**config.mk**
```make
export PLATFORM = sky130hd
export DESIGN_NAME = sdf_fft_ctrl
export DESIGN_NICKNAME = d
export VERILOG_FILES = /design/src/rtl/sdf_fft_ctrl.sv
export SDC_FILE = /design/constraint.sdc
export NUM_CORES = 1
export LEC_CHECK = 0
export CORE_MARGIN = 2
export CORE_UTILIZATION = 60
export CTS_BUF_LIST = sky130_fd_sc_hd__clkbuf_8
export CTS_CLUSTER_DIAMETER = 60
export DETAILED_ROUTE_END_ITERATION = 7
export PLACE_DENSITY_LB_ADDON = 0.05
export SYNTH_ARGS = -nofsm -noshare
export SYNTH_HDL_FRONTEND = slang
export SYNTH_SLANG_ARGS = --single-unit
export TNS_END_PERCENT = 30
```
**constraint.sdc**
```tcl
create_clock -name clk -period 2.3 [get_ports clk]
set_clock_uncertainty 0.1 [all_clocks]
set_input_delay 0.23 -clock clk [delete_from_list [all_inputs] [get_ports clk]]
set_output_delay 0.23 -clock clk [all_outputs]
set_load 0.02 [all_outputs]
```
**src/rtl/sdf_fft_ctrl.sv**
```systemverilog
// Central control sequencer for an NFFT-point SDF FFT pipeline: per-stage
// butterfly/feedback select, twiddle start pulses, output framing, protocol check.
module sdf_fft_ctrl #(
  parameter int NFFT   = 128,
  parameter int BF_LAT = 1,
  localparam int L     = $clog2(NFFT),
  localparam int TW    = $clog2(NFFT / 2 + BF_LAT + 1)
) (
  input  logic         clk,
  input  logic         rst,
  input  logic         in_valid,
  input  logic         in_sof,
  output logic [L-1:0] bf_sel,
  output logic [L-1:0] tw_active,
  output logic         out_valid,
  output logic         out_sof,
  output logic         busy,
  output logic         err_protocol
);

  // Slot j (0..L-1) is stage j+1; slot L is the output framing window.
  logic          in_act, n_in_act;
  logic [L-1:0]  in_cnt, n_in_cnt;
  logic          accept, flush, sof_err;
  logic [L:0]    tok_vld, n_tok_vld, expire, load;
  logic [L:0]    st_act, n_st_act;
  logic [TW-1:0] tok_cnt   [0:L];
  logic [TW-1:0] n_tok_cnt [0:L];
  logic [L-1:0]  st_k      [0:L];
  logic [L-1:0]  n_st_k    [0:L];
  logic [L-1:0]  n_bf_sel, n_tw_active;

  // A token loaded with delay d expires d+1 cycles later, the cycle before
  // its stage starts, which is exactly when the twiddle pulse is due.
  function automatic logic [TW-1:0] tok_delay(input int j);
    if (j == 0) return '0;
    return TW'((NFFT >> j) + BF_LAT - 1);
  endfunction

  always_comb begin
    n_in_act = in_act;
    n_in_cnt = in_cnt;
    accept   = 1'b0;
    flush    = 1'b0;
    sof_err  = 1'b0;
    if (in_act) begin
      if (!in_valid) begin
        flush = 1'b1;
      end else begin
        sof_err  = in_sof;
        n_in_cnt = in_cnt + 1'b1;
        if (in_cnt == {L{1'b1}}) n_in_act = 1'b0;
      end
    end else if (in_valid && in_sof) begin
      accept   = 1'b1;
      n_in_act = 1'b1;
      n_in_cnt = L'(1);
    end
    if (flush) begin
      n_in_act = 1'b0;
      n_in_cnt = '0;
    end

    for (int j = 0; j <= L; j++) expire[j] = tok_vld[j] && (tok_cnt[j] == '0);
    load = {expire[L-1:0], accept};

    for (int j = 0; j <= L; j++) begin
      n_tok_vld[j] = tok_vld[j];
      n_tok_cnt[j] = tok_cnt[j];
      if (load[j]) begin
        n_tok_vld[j] = 1'b1;
        n_tok_cnt[j] = tok_delay(j);
      end else if (expire[j]) begin
        n_tok_vld[j] = 1'b0;
      end else if (tok_vld[j]) begin
        n_tok_cnt[j] = tok_cnt[j] - 1'b1;
      end

      // A landing token restarts k at 0, giving a seamless wrap back-to-back.
      n_st_act[j] = st_act[j];
      n_st_k[j]   = st_k[j];
      if (expire[j]) begin
        n_st_act[j] = 1'b1;
        n_st_k[j]   = '0;
      end else if (st_act[j]) begin
        if (st_k[j] == {L{1'b1}}) n_st_act[j] = 1'b0;
        else                      n_st_k[j]   = st_k[j] + 1'b1;
      end

      if (flush) begin
        n_tok_vld[j] = 1'b0;
        n_st_act[j]  = 1'b0;
      end
    end

    for (int s = 1; s <= L; s++) begin
      n_bf_sel[s-1]    = n_st_act[s-1] & n_st_k[s-1][L-s];
      n_tw_active[s-1] = n_tok_vld[s-1] && (n_tok_cnt[s-1] == '0);
    end
  end

  always_ff @(posedge clk) begin
    if (rst) begin
      in_act       <= 1'b0;
      in_cnt       <= '0;
      tok_vld      <= '0;
      st_act       <= '0;
      tok_cnt      <= '{default: '0};
      st_k         <= '{default: '0};
      bf_sel       <= '0;
      tw_active    <= '0;
      out_valid    <= 1'b0;
      out_sof      <= 1'b0;
      busy         <= 1'b0;
      err_protocol <= 1'b0;
    end else begin
      in_act       <= n_in_act;
      in_cnt       <= n_in_cnt;
      tok_vld      <= n_tok_vld;
      st_act       <= n_st_act;
      tok_cnt      <= n_tok_cnt;
      st_k         <= n_st_k;
      bf_sel       <= n_bf_sel;
      tw_active    <= n_tw_active;
      out_valid    <= n_st_act[L];
      out_sof      <= n_st_act[L] && (n_st_k[L] == '0);
      busy         <= n_in_act | (|n_tok_vld) | (|n_st_act);
      err_protocol <= err_protocol | flush | sof_err;
    end
  end

endmodule
```
==> results.json <==
{
  "cts_setup_buffers": 0,
  "synth_area_per_cell_um2": 8.84,
  "gp_congestion": 0.863,
  "synth_flop_cell": "dfxtp_1",
  "cp_max_fo": 8,
  "reg2reg_setup_slack_ns": 0.18,
  "setup_viol": 0,
  "drt_pass1_iterations": 5,
  "path_class": "flip-flop to flip-flop",
  "placed_cells": 928,
  "grt_pass1_vias": 5046,
  "num_vias": 5370,
  "p_total_mw": 4.97,
  "post_drt_wl_per_cell_um": 14.0,
  "postRouteAntennaNets": 0,
  "ir_drop_mv": 0.654,
  "htree_num_levels": 4,
  "cts.repair.resized": 0,
  "highest_layer": "met4",
  "cp-end-kind": "flip-flop",
  "p_leak_nw": 2.87,
  "cp.required_ns": 2.58,
  "grt_pass1_wl_um": 22800,
  "syn_area_um2": 6750,
  "ctsHoldBuffers": 0,
  "synth_cells": 763,
  "fmax_mhz": 472,
  "met1Wirelength_um": 6240,
  "coreArea_um2": 10900,
  "r2r-start": "tok_cnt[29]",
  "tightestPinTransition_ns": 0.727,
  "fin_ws_ns": 0.180,
  "dpl_cell_area_um2": 7240,
  "cts_buffer_depth": 2,
  "yosysSeqAreaShare": 0.454,
  "nets": 829,
  "crit_end": "tw_active[3]",
  "cts_root_buf": "clkbuf_8",
  "p_int_mw": 3.85,
  "yosysTopAreaCell": "dfxtp_1",
  "async_flop_share": 0,
  "clock_latency_ns": 0.46,
  "period_minus_slack_ns": 2.12,
  "maxSlewViolCount": 0,
  "place_ws_ns": 0.127,
  "io-pin-count": 22,
  "critPathSlowestCell": "or4b_1",
  "die_height_um": 110,
  "dr_wl_met2_um": 6540,
  "diodes": 0,
  "synthDominantCellAreaShare": 0.454,
  "die_x_um": 110,
  "antenna_found_initial": 0,
  "syn-num-nets": 785,
  "synth_edf_count": 0,
  "status": "complete, no violations",
  "r2r_cells": 8,
  "hold_path_class": "flip-flop to flip-flop",
  "drv_cap": 0,
  "cp_slowest_stage_delay_ns": 0.44,
  "cp-startpoint": "tok_cnt[29]",
  "arrival_ns": 2.40,
  "cts_tree": "done",
  "path_clk_slew_ns": 0.08,
  "dpl.hpwl_um": 9620,
  "grt_max_degree": 24,
  "cp_cell_sequence": "inv_1, ha_1, or4b_1, o31a_1, buf_4, nor3_1, a31oi_1, nor4b_2",
  "initial_core_util": 0.620,
  "grt_usage": 0.241,
  "clock_sinks": 153,
  "rsz0062_at_grt": "false",
  "hold_ws_ns": 0.339,
  "cp-start-kind": "flip-flop",
  "nFillCells": 853,
  "min_period_over_period": 0.922,
  "swShare": 0.226,
  "sequentialPowerShare": 0.543,
  "rows": 38,
  "switchingPower_mw": 1.12,
  "final_cell_area_um2": 7650,
  "drt_iter0_drc": 371,
  "p_comb_frac": 0.045,
  "overflow": 0,
  "pwr-share-clk": 0.412,
  "synthDistinctLibCells": 65,
  "p_per_area_nw_per_um2": 650,
  "io_buffer_count": 21,
  "drcViolationCount": 0,
  "synthTopCellsByArea": "dfxtp_1 45%, nor2_1 8.0%, xor2_1 6.6%",
  "yosysWarnings": 0,
  "finalSetupTns_ns": 0,
  "synth_seq_cells": 153,
  "reg2reg_to": "tw_active[3]",
  "finish.utilization": 0.702,
  "finalNonFillerCells": 959,
  "area_growth_pct": 13.3,
  "cts_buffers": 17,
  "drive_above_1_share": 0.0891,
  "timing.slew.headroom": 0.509,
  "die_area_um2": 12100,
  "finalHoldViolations": 0,
  "met3_length_um": 462,
  "routed_wl_um": 13500,
  "via_per_inst": 5.60
}
-- layout by cell type, fill, tap and decap left out, types with 20 or more instances in the layout --
| cell | instances |
|---|---|
| nor2_1 | 143 |
| clkdlybuf4s50_1 | 21 |
| xor2_1 | 51 |
| nand4_1 | 22 |
| dfxtp_1 | 153 |
| a21oi_1 | 35 |
| buf_4 | 20 |
| xnor2_1 | 31 |
| inv_1 | 28 |
| nand2_1 | 53 |
| nand3_1 | 27 |
-- critical path: cells and delay by family (launching register included) --
kind            cells  cell delay [ns]
fa+ha+maj           1             0.21
simple gates        3             0.84
buf+inv             2             0.22
flops               1             0.33
compound gates      2             0.35
-- final cells by class --
cell class                 instances  area [um^2]  area share
sequential                       153         3060       0.401
inverter                          28          105      0.0137
multi-input combinational        565         3520       0.460
clock buffer                      18          248      0.0324
clock inverter                    13          154      0.0201
tap                              140          175      0.0229
timing repair buffer              42          380      0.0497
-- worst min path at each step --
stage / slack [ns] / to / cells after the start / start
4_1_cts: 0.34 / tok_cnt[55] / 2 / tok_cnt[55]
3_5_place_dp: 0.33 / tok_cnt[55] / 2 / tok_cnt[55]
2_1_floorplan: 0.31 / in_cnt[2] / 2 / in_valid
6_report: 0.34 / tok_cnt[55] / 2 / tok_cnt[55]
5_1_grt: 0.37 / tok_cnt[55] / 2 / tok_cnt[55]
3_3_place_gp: 0.33 / tok_cnt[55] / 2 / tok_cnt[55]
-- power groups by stage --
stage          clock (mW)  sequential [mW]  combinational [mW]
4_1_cts              2.09             2.70               0.222
3_5_place_dp            0             2.76               0.220
3_3_place_gp            0             2.76               0.215
6_report             2.05             2.70               0.222
2_1_floorplan           0             2.76               0.141
5_1_grt              2.20             2.70               0.246
-- cells by family after synthesis --
family | after synthesis | share of synthesized area
multiplexers | 9 | 0.0145
adder cells (fa/ha/maj) | 18 | 0.0334
AO/OA/AOI/OAI | 107 | 0.106
XOR/XNOR | 82 | 0.106
flip-flops | 153 | 0.454
buffers and inverters | 45 | 0.0254
AND/OR/NAND/NOR | 349 | 0.260
-- layer usage --
| layer | global-route usage | vias up |
|---|---|---|
| li1 | - | 2743 |
| met1 | 0.298 | 2514 |
| met2 | 0.407 | 93 |
| met3 | 0.0617 | 20 |
| met4 | 0.0868 | 0 |
| met5 | 0 | - |
-- state kept, by name, summed over array words and instances (netlist names), 7 cells and up --
| name | count |
|---|---|
| bf_sel | 7 |
| in_cnt | 7 |
| st_act | 7 |
| st_k | 56 |
| tok_cnt | 56 |
| tok_vld | 8 |
| tw_active | 7 |
-- synth_stat cells, types with 7 or more instances --
master    instances
a21oi_1          35
a31oi_1           8
and3_1           10
clkbuf_1         12
dfxtp_1         153
ha_1             18
inv_1            28
nand2_1          53
nand2b_1         14
nand3_1          27
nand4_1          22
nor2_1          143
nor3_1           17
nor4b_1           9
o21a_1            7
o21ai_0          18
or3_1             7
xnor2_1          31
xor2_1           51
No activity file was read; power rests on OpenSTA's default activity.
